--- config.mk ---
export PLATFORM = sky130hd
export DESIGN_NAME = alu_cmd_sequencer
export DESIGN_NICKNAME = d
export VERILOG_FILES = /design/src/rtl/alu_seq_pkg.sv /design/src/rtl/alu_rsp_serializer.sv /design/src/rtl/alu_cmd_sequencer.sv
export SDC_FILE = /design/constraint.sdc
export NUM_CORES = 1
export LEC_CHECK = 0
export ABC_AREA = 1
export CAP_MARGIN = 20
export CORE_MARGIN = 2
export CORE_UTILIZATION = 45
export DETAILED_ROUTE_END_ITERATION = 7
export PLACE_DENSITY = 0.78
export REMOVE_ABC_BUFFERS = 1
export SETUP_SLACK_MARGIN = 0.05
export SYNTH_ARGS = -nofsm -noshare
export SYNTH_HDL_FRONTEND = slang
export SYNTH_SLANG_ARGS = --single-unit
export TNS_END_PERCENT = 30
--- constraint.sdc ---
create_clock -name CLK -period 4.3 [get_ports CLK]
set_clock_uncertainty 0.2 [all_clocks]
set_input_delay 0.86 -clock CLK [delete_from_list [all_inputs] [get_ports CLK]]
set_output_delay 0.86 -clock CLK [all_outputs]
set_load 0.05 [all_outputs]
--- src/rtl/alu_seq_pkg.sv ---
// -----------------------------------------------------------------------------
// alu_seq_pkg
// Shared definitions for the ALU command sequencer:
//   - sequencer state encoding
//   - ALU function-code fields (unit select in [3:2], op in [1:0])
//   - fill value of the timeout error byte
// -----------------------------------------------------------------------------
package alu_seq_pkg;

  typedef enum logic [2:0] {
    ST_IDLE  = 3'd0,
    ST_ISSUE = 3'd1,
    ST_WAIT  = 3'd2,
    ST_SEND  = 3'd3,
    ST_ERR   = 3'd4
  } seq_state_e;

  // Unit select, cmd_fun[3:2]
  localparam logic [1:0] UNIT_ARITH = 2'b00;
  localparam logic [1:0] UNIT_LOGIC = 2'b01;
  localparam logic [1:0] UNIT_CMP   = 2'b10;
  localparam logic [1:0] UNIT_SHIFT = 2'b11;

  // Arithmetic-unit function codes
  localparam logic [3:0] FUN_ADD = {UNIT_ARITH, 2'b00};
  localparam logic [3:0] FUN_SUB = {UNIT_ARITH, 2'b01};
  localparam logic [3:0] FUN_MUL = {UNIT_ARITH, 2'b10};
  localparam logic [3:0] FUN_DIV = {UNIT_ARITH, 2'b11};

  // The error byte is all ones at whatever DATA_W the sequencer uses.
  localparam logic       ERR_FILL_BIT = 1'b1;
  localparam logic [7:0] ERR_BYTE     = {8{ERR_FILL_BIT}};

endpackage

--- src/rtl/alu_rsp_serializer.sv ---
// -----------------------------------------------------------------------------
// alu_rsp_serializer
// Holds one OUT_W result word (or an error flag) and emits it as DATA_W-wide
// bytes, least-significant byte first, over a valid/ready channel.
// Ports:
//   clk, srst          clock, synchronous active-high reset
//   load_word, word    load a result word (starts a NB-byte response)
//   load_err           start a one-byte all-ones error response
//   rsp_ready          consumer accepts the current byte
//   rsp_valid/data     current byte (data is zero while idle)
//   rsp_last           current byte is the final one of the response
//   rsp_err            current byte is the error byte
// -----------------------------------------------------------------------------
module alu_rsp_serializer
  import alu_seq_pkg::*;
#(
  parameter int DATA_W = 8,
  parameter int OUT_W  = 16
) (
  input  logic              clk,
  input  logic              srst,
  input  logic              load_word,
  input  logic              load_err,
  input  logic [OUT_W-1:0]  word,
  input  logic              rsp_ready,
  output logic              rsp_valid,
  output logic [DATA_W-1:0] rsp_data,
  output logic              rsp_last,
  output logic              rsp_err
);

  localparam int NB    = OUT_W / DATA_W;
  localparam int IDX_W = (NB > 1) ? $clog2(NB) : 1;

  logic [OUT_W-1:0] word_q,   word_d;
  logic [IDX_W-1:0] idx_q,    idx_d;
  logic             active_q, active_d;
  logic             err_q,    err_d;

  logic [DATA_W-1:0] byte_sel [NB];
  logic              is_last;

  for (genvar gi = 0; gi < NB; gi++) begin : g_bytes
    assign byte_sel[gi] = word_q[gi*DATA_W +: DATA_W];
  end

  assign is_last = err_q || (idx_q == IDX_W'(NB - 1));

  always_comb begin
    word_d   = word_q;
    idx_d    = idx_q;
    active_d = active_q;
    err_d    = err_q;
    if (load_word) begin
      word_d   = word;
      idx_d    = '0;
      active_d = 1'b1;
      err_d    = 1'b0;
    end else if (load_err) begin
      idx_d    = '0;
      active_d = 1'b1;
      err_d    = 1'b1;
    end else if (active_q && rsp_ready) begin
      if (is_last) begin
        active_d = 1'b0;
        err_d    = 1'b0;
      end else begin
        idx_d = idx_q + IDX_W'(1);
      end
    end
  end

  always_ff @(posedge clk) begin
    if (srst) begin
      word_q   <= '0;
      idx_q    <= '0;
      active_q <= 1'b0;
      err_q    <= 1'b0;
    end else begin
      word_q   <= word_d;
      idx_q    <= idx_d;
      active_q <= active_d;
      err_q    <= err_d;
    end
  end

  // Byte and flags are pure functions of the held registers, so they stay
  // stable for as long as the consumer stalls.
  always_comb begin
    rsp_valid = active_q;
    rsp_last  = active_q && is_last;
    rsp_err   = active_q && err_q;
    rsp_data  = '0;
    if (active_q) begin
      rsp_data = err_q ? {DATA_W{ERR_FILL_BIT}} : byte_sel[idx_q];
    end
  end

endmodule

--- src/rtl/alu_cmd_sequencer.sv ---
// -----------------------------------------------------------------------------
// alu_cmd_sequencer
// Accepts one ALU command (function + two operands) at a time, issues it to the
// registered ALU with a one-cycle enable pulse, waits for alu_out_valid with a
// timeout, and returns the result (or an error byte) serialized byte-wise.
// Ports:
//   CLK, RST                    clock, synchronous active-high reset
//   cmd_valid/ready, cmd_*      command channel
//   alu_a/b/fun, alu_en         ALU drive (operands held until next command)
//   alu_out, alu_out_valid      ALU result
//   rsp_valid/ready/data/last   response byte channel, rsp_err flags timeout
//   busy                        high whenever not idle
// -----------------------------------------------------------------------------
module alu_cmd_sequencer
  import alu_seq_pkg::*;
#(
  parameter int DATA_W  = 8,
  parameter int OUT_W   = 16,
  parameter int TIMEOUT = 8
) (
  input  logic              CLK,
  input  logic              RST,
  input  logic              cmd_valid,
  output logic              cmd_ready,
  input  logic [3:0]        cmd_fun,
  input  logic [DATA_W-1:0] cmd_a,
  input  logic [DATA_W-1:0] cmd_b,
  output logic [DATA_W-1:0] alu_a,
  output logic [DATA_W-1:0] alu_b,
  output logic [3:0]        alu_fun,
  output logic              alu_en,
  input  logic [OUT_W-1:0]  alu_out,
  input  logic              alu_out_valid,
  output logic              rsp_valid,
  input  logic              rsp_ready,
  output logic [DATA_W-1:0] rsp_data,
  output logic              rsp_last,
  output logic              rsp_err,
  output logic              busy
);

  seq_state_e        state_q, state_d;
  logic [3:0]        fun_q,   fun_d;
  logic [DATA_W-1:0] a_q,     a_d;
  logic [DATA_W-1:0] b_q,     b_d;
  logic [7:0]        cnt_q,   cnt_d;

  logic load_word;
  logic load_err;

  // The command registers feed the ALU directly, so the operands appear in
  // ISSUE and stay put until the next command is accepted.
  assign alu_a   = a_q;
  assign alu_b   = b_q;
  assign alu_fun = fun_q;

  always_comb begin
    state_d   = state_q;
    fun_d     = fun_q;
    a_d       = a_q;
    b_d       = b_q;
    cnt_d     = cnt_q;
    cmd_ready = 1'b0;
    busy      = 1'b1;
    alu_en    = 1'b0;
    load_word = 1'b0;
    load_err  = 1'b0;
    case (state_q)
      ST_IDLE: begin
        cmd_ready = 1'b1;
        busy      = 1'b0;
        if (cmd_valid) begin
          fun_d   = cmd_fun;
          a_d     = cmd_a;
          b_d     = cmd_b;
          state_d = ST_ISSUE;
        end
      end
      ST_ISSUE: begin
        alu_en  = 1'b1;
        cnt_d   = '0;
        state_d = ST_WAIT;
      end
      ST_WAIT: begin
        // Valid is checked before the timeout so a result in the final
        // WAIT cycle still counts as success.
        if (alu_out_valid) begin
          load_word = 1'b1;
          state_d   = ST_SEND;
        end else if (cnt_q == 8'(TIMEOUT - 1)) begin
          load_err = 1'b1;
          state_d  = ST_ERR;
        end else begin
          cnt_d = cnt_q + 8'd1;
        end
      end
      ST_SEND, ST_ERR: begin
        if (rsp_valid && rsp_ready && rsp_last) begin
          state_d = ST_IDLE;
        end
      end
      default: state_d = ST_IDLE;
    endcase
  end

  always_ff @(posedge CLK) begin
    if (RST) begin
      state_q <= ST_IDLE;
      fun_q   <= '0;
      a_q     <= '0;
      b_q     <= '0;
      cnt_q   <= '0;
    end else begin
      state_q <= state_d;
      fun_q   <= fun_d;
      a_q     <= a_d;
      b_q     <= b_d;
      cnt_q   <= cnt_d;
    end
  end

  alu_rsp_serializer #(
    .DATA_W (DATA_W),
    .OUT_W  (OUT_W)
  ) u_ser (
    .clk       (CLK),
    .srst      (RST),
    .load_word (load_word),
    .load_err  (load_err),
    .word      (alu_out),
    .rsp_ready (rsp_ready),
    .rsp_valid (rsp_valid),
    .rsp_data  (rsp_data),
    .rsp_last  (rsp_last),
    .rsp_err   (rsp_err)
  );

endmodule

==> metrics.md <==
| Metric | Value |
|---|---|
| Multiplexer share of the synthesized area | `0` |
| # fillers | `505` |
| Setup Crit Path Kind | `reg2out` |
| Gpl congestion | `0.790` |
| Largest delay share family, worst path | `buffers and inverters` |
| Vias in the first global route | `2066` |
| Largest family of logic cells by synthesized area | `simple AND/OR/NAND/NOR gates` |
| Post-Synth XOR/XNOR Area | `0` |
| CP Buf/Inv Count | `4` |
| #FFs+latches synth | `50` |
| Final Routed Wirelength | `5610 um` |
| Worst Reg2Reg Path Length in Cells | `6` |
| Status | `complete, no violations` |
| Synth top area cells | `dfxtp_1, nand2_1, nand3_1` |
| Area growth syn-to-layout | `33.7%` |
| Number of flops mapped to enable cells by yosys | `0` |
| Crit path launch | `state_q[0]` |
| Gate Count Post-Synth | `326` |
| Placed instance count | `456` |
| Final period util | `0.747` |
| Worst hold path class | `reg2reg` |
| Final Setup Violations | `0` |
| Total power | `0.00159 W` |
| Overflow after GRT | `0` |
| Slowest-stage cell, CP | `clkdlybuf4s50_1` |
| Max FO, Critical Path | `16` |
| Die width | `77.3 um` |
| Min-delay src | `alu_a[4]` |
| Sequential Area | `1000 um^2` |
| Critical Path AT | `2.15 ns` |
| Max cap viols | `0` |
| Most frequent cells after synthesis | `nand2_1, dfxtp_1, nand3_1` |
| Sequential share of the synthesized area | `0.414` |
| CTS root buf | `clkbuf_8` |
| Dpl ws | `1.41 ns` |
| Final Cell Area | `3240 um^2` |
| Post-Layout Cell Count | `463` |
| Die area | `5980 um^2` |
| GRT Total Usage | `0.187` |
| Core region area | `5140 um^2` |
| WHS Path Cells | `2` |
| Worst relative slew slack | `0.645` |
| RSZ-0062 raised after global routing | `no` |
| Largest stage delay, worst path | `0.69 ns` |
| Initial core utilization | `0.471` |
| I/O Buffers | `74` |
| R2R setup slack | `2.56 ns` |
| Row cnt | `26` |
| First-pass GRT wire length | `9260 um` |
| Slew @ Worst Pin | `0.531 ns` |
| Layout cells sized above 1 | `0.104` |
| Asr flop ratio synth | `0` |
| Setup Buffers After CTS | `0` |
| Die Span Y | `77.3 um` |
| P_leak | `1.18 nW` |
| Crit. path cell count | `6` |
| Vias | `2296` |
| Worst r2r dst | `alu_fun[1]` |
| Drt wl/cell | `12.1 um` |
| Main synth FF type | `dfxtp_1` |
| Worst path required time | `3.24 ns` |
| Max Slew Vio Count | `0` |
| WHS Endpoint | `alu_a[4]` |
| Final hold vios | `0` |
| Final Worst Setup Slack | `1.09 ns` |
| Antenna violations before repair | `0` |
| Top cell by count, worst path | `inv_1` |
| Minimum clock period | `3.21 ns` |
| DR pass1 iterations | `4` |
| Antenna diodes | `0` |
| CTS tree | `built` |
| Cts bufs inserted | `5` |
| Largest net degree at the start of global routing | `36` |
| Fmax | `311 MHz` |
| CTS Sinks | `50` |
| Synth area leader | `dfxtp_1` |
| # resized after CTS | `0` |
| Fin Setup TNS | `0 ns` |
| Clock transition at the registers of the reported paths | `0.09 ns` |
| Startpoint types | `flip-flop` |
| Clock Latency Late Sink | `0.30 ns` |
| H-Tree Depth | `2` |
| Clk buf depth | `2` |
| IO Pins | `75` |
| Syn_area_per_cell | `7.42 um^2` |
| Count leader, synth | `nand2_1` |
| Syn. warnings | `0` |
| Synth unique cells | `28` |
| Nets | `435` |
| Yosys top cell area share | `0.414` |
| CP Cell Sequence | `inv_1, nand2_4, nor2_4, buf_4, inv_1, clkdlybuf4s50_1` |
| Hold Buf Count CTS | `0` |
| Crit. End Element | `primary output` |
| Peak supply drop | `376 uV` |
| Reg2reg start | `state_q[0]` |
| Synth Area in Compound Gates | `0.138` |
| Via-to-Cell Ratio | `4.96` |
| DP Wirelength | `4070 um` |
| Area of the multi-input gates | `1200 um^2` |
| Synth Cell Area | `2420 um^2` |
| Simple-gate area share of the yosys netlist | `0.355` |
| Post-DRT Antenna Nets | `0` |
| DRC errors left | `0` |
| Synth Area in Adders | `0.00517` |
| Dpl cell area | `3150 um^2` |
| Power per cell area | `490 nW/um^2` |
| Initial drt markers | `87` |
-- kinds of logic (layout without fill, tap and decap cells) --
group	Yosys count	count (layout)
buffers and inverters	41	108
and+or+nand+nor	172	172
DFF	50	50
adders and majority gates	1	1
AOI/OAI and AO/OA	62	62
-- per-layer routing --
metal  part of all wire  GRT usage
met1               0.44      0.233
met2               0.46      0.303
met3              0.090     0.0791
met4             0.0059     0.0429
met5                  0          0
-- flip-flops by register name, indices dropped and copies added (netlist names) --
signal,cells
alu_fun,4
alu_a,8
u_ser.rsp_valid,1
u_ser.err_q,1
u_ser.idx_q,1
alu_b,8
cnt_q,8
state_q,3
u_ser.word_q,16
-- worst max-delay path by stage --
stage / end
after global placement: busy
after detailed placement: busy
after CTS: busy
final: busy
after global routing: busy
after floorplan: rsp_data[0]
-- final cells by class --
class | instances | share of cell area
multi-input combinational | 235 | 0.372
tap | 70 | 0.0271
sequential | 50 | 0.309
timing repair buffer | 78 | 0.238
inverter | 23 | 0.0275
clock buffer | 5 | 0.0213
clock inverter | 2 | 0.00425
-- cells in the final DEF (no fill, tap or decap) --
master / netlist / routed
o21ai_0: 20 / 20
a31oi_2: 1 / 1
nand2_1: 74 / 74
a21oi_2: 4 / 4
clkinv_1: 1 / 1
nand3_1: 42 / 42
nand4_1: 5 / 5
nand2_8: 1 / 1
nor2_2: 1 / 1
nor2_1: 26 / 26
clkinv_2: 0 / 1
nand2_4: 4 / 4
nand3_2: 5 / 5
nor3_1: 1 / 1
nand2_2: 6 / 6
and2_1: 1 / 1
ha_1: 1 / 1
nand3b_1: 1 / 1
a21oi_1: 37 / 37
dfxtp_1: 50 / 50
inv_6: 0 / 1
nor2_8: 1 / 1
clkbuf_8: 0 / 5
buf_4: 1 / 4
clkdlybuf4s50_1: 0 / 74
inv_4: 1 / 1
inv_2: 2 / 2
inv_1: 19 / 19
nor2_4: 4 / 4
-- stage by stage --
step	util	hold slack, ns
2_1_floorplan	-	0.236
3_3_place_gp	0.613	0.247
3_5_place_dp	0.613	0.253
4_1_cts	0.630	0.265
5_1_grt	0.630	0.280
6_report	0.630	0.264
-- tightest hold or removal path: cells and delay by family (launching register included) --
kind	cells	cell delay (ns)
AND/OR/NAND/NOR	1	0.06
flip-flops	1	0.32
AO/OA/AOI/OAI	1	0.05
-- power by group --
part	switching [W]	internal [W]
Clock	0.000151	0.000113
Sequential	0.0000518	0.000530
Combinational	0.000490	0.000250
Total	0.000693	0.000893
Note: power is estimated with default switching activity, not from simulation.
==> RTL change: new RTL, same flow settings <==
Take the reset off `word_q` and load it in a clocked block of its own.
--- a/src/rtl/alu_rsp_serializer.sv
+++ b/src/rtl/alu_rsp_serializer.sv
@@ -72,16 +72,18 @@
 
   always_ff @(posedge clk) begin
     if (srst) begin
-      word_q   <= '0;
       idx_q    <= '0;
       active_q <= 1'b0;
       err_q    <= 1'b0;
     end else begin
-      word_q   <= word_d;
       idx_q    <= idx_d;
       active_q <= active_d;
       err_q    <= err_d;
     end
+  end
+
+  always_ff @(posedge clk) begin
+    word_q <= word_d;
   end
 
   // Byte and flags are pure functions of the held registers, so they stay
Check against the original RTL: no difference found for any inputs over 10 cycles, from zero or initial values and one cycle with RST high; that may be too few to reach the edited logic, so the function may still have changed.
==> RTL change against the original RTL <==
- final area decreased by 2.7%
- synthesized area decreased by 7.1%
- synthesized cell count decreased by 15%
- wire length decreased by 14%
- setup slack got worse by 0.028 ns
- total power increased by 1.9%
- register-to-register slack got worse by 0.40 ns
- utilization increased by 2.8 points
- die area decreased by 6.7%
- sequential cell count unchanged
- combinational power decreased by 5.0%
- maximum frequency decreased by 0.85%
==> RTL change: results (changes against the original RTL) <==
metric,value,unit,change
cts.path.max_buffers,2,,unchanged
clkLatencyLatePin,0.29,ns,
drt_iter0_drc,87,,unchanged
cts_inserted_buffers,5,,unchanged
wire_per_inst,11.56,um,-4.6%
layout-drive-gt1-share,7.123,%,-3.3 points
diodes,0,,unchanged
regToRegEndpoint,alu_b[3],,
htree_num_levels,2,,unchanged
cts_resized,0,,unchanged
vdd_ir_drop_max,0.0003147,V,-16%
p_int,0.9579,mW,+7.3%
yosysSeqAreaShare,51.64,%,+10 points
nets,392,,-9.9%
vias,2024,,-12%
cts_hold_buf,0,,unchanged
outcome,finished clean,,
grt_max_degree,32,,-11%
regMostFlops,u_ser.word_q,,
min_path_type,reg -> reg,,
crit_arrival,2.18,ns,+0.03 ns
crit_slowest_cell,clkdlybuf4s50_1,,
rr_worst_depth,6,,unchanged
async_flop_share,0,%,unchanged
synth_edf_count,16,,+16
synth_top_flop_cell,dfxtp_1,,
hold_slack,0.2623,ns,-0.001539 ns
r2r_slack,2.16,ns,-0.40 ns
slowest_delay,0.91,ns,+0.22 ns
path_max_fanout,25,,+9
synth_common_cells,"76 x nand2_1, 34 x dfxtp_1, 33 x a21oi_1, 33 x nand3_1, 22 x inv_1",,
worst_pin_slew,0.6514,ns,+0.1204 ns
grt_use_total,18.46,%,-0.29 points
synth_area_leaders,"dfxtp_1 30%, edfxtp_1 21%, nand2_1 13%, a21oi_1 7.3%, nand3_1 7.3%",,
min_from,alu_a[6],,
first_pass_iters,4,,unchanged
gp_congestion,0.9047,,+14%
path_clk_slew,0.09,ns,about the same
yosysUniqueCellTypes,24,,-14%
place_area,0.003040,sq mm,-3.6%
hpwl,3.579,mm,-12%
grt_pass1_vias,1906,,-7.7%
largest_reg_flops,16,,unchanged
ys_warn_count,0,,unchanged
p_leak,1.247,nW,+6.1%
grt_pass1_wl,7.976,mm,-14%
hold_end,alu_a[6],,
[RTL change: power groups by stage]
stage                     clock [mW]  sequential, mW  combinational [mW]
final                          0.315           0.598               0.703
after global routing           0.351           0.606               0.757
after CTS                      0.327           0.599               0.707
after detailed placement           0           0.610               0.705
after global placement             0           0.607               0.698
after floorplan                    0           0.730               0.353
[RTL change: critical path: cells and delay by family, from the launching register on]
family	cells	cell delay [ns]
buffers and inverters	2	1.00
DFF	1	0.35
and+or+nand+nor	2	0.54
[RTL change: cell families after synthesis]
kind of cell	count (synthesis)	synth area share, %
simple gates	140	29.38
buf+inv	38	6.733
flops	50	51.64
fa+ha+maj	1	0.5564
compound gates	48	11.30
xor+xnor	1	0.3896
[RTL change: layout make-up]
cell class	instances	area (sq um)
clock buffers	7	76.32
clock inverters	1	30.03
fillers	416	1639
inverters	27	103.9
multi-input cells	190	935.9
flip-flops and latches	50	1161
well taps	67	83.83
repair buffers	76	755.7
[RTL change: stage by stage]
| step | power [mW] | instances | worst slack [ns] |
|---|---|---|---|
| floorplan | 1.083 | 267 | 1.179 |
| CTS | 1.633 | 418 | 1.055 |
| global route | 1.714 | 418 | 0.9254 |
| global placement | 1.305 | 410 | 1.413 |
| finish | 1.616 | 418 | 1.060 |
| detailed placement | 1.314 | 410 | 1.390 |
[RTL change: routing by layer]
layer	up-vias	global-route usage [%]	wire length, um
li1	1053	-	-
met1	902	22.85	2188
met2	64	29.89	2174
met3	5	8.300	435
met4	0	4.167	34
met5	-	0	0
[RTL change: worst max path at each step]
| stage | slack (ns) | from | cells past startpoint | to |
|---|---|---|---|---|
| finish | 1.06 | state_q[0] | 4 | cmd_ready |
| global route | 0.93 | u_ser.idx_q | 6 | rsp_data[5] |
| CTS | 1.06 | state_q[0] | 4 | cmd_ready |
| detailed placement | 1.39 | state_q[0] | 4 | cmd_ready |
| global placement | 1.41 | state_q[1] | 4 | cmd_ready |
| floorplan | 1.18 | u_ser.rsp_valid | 2 | rsp_data[2] |
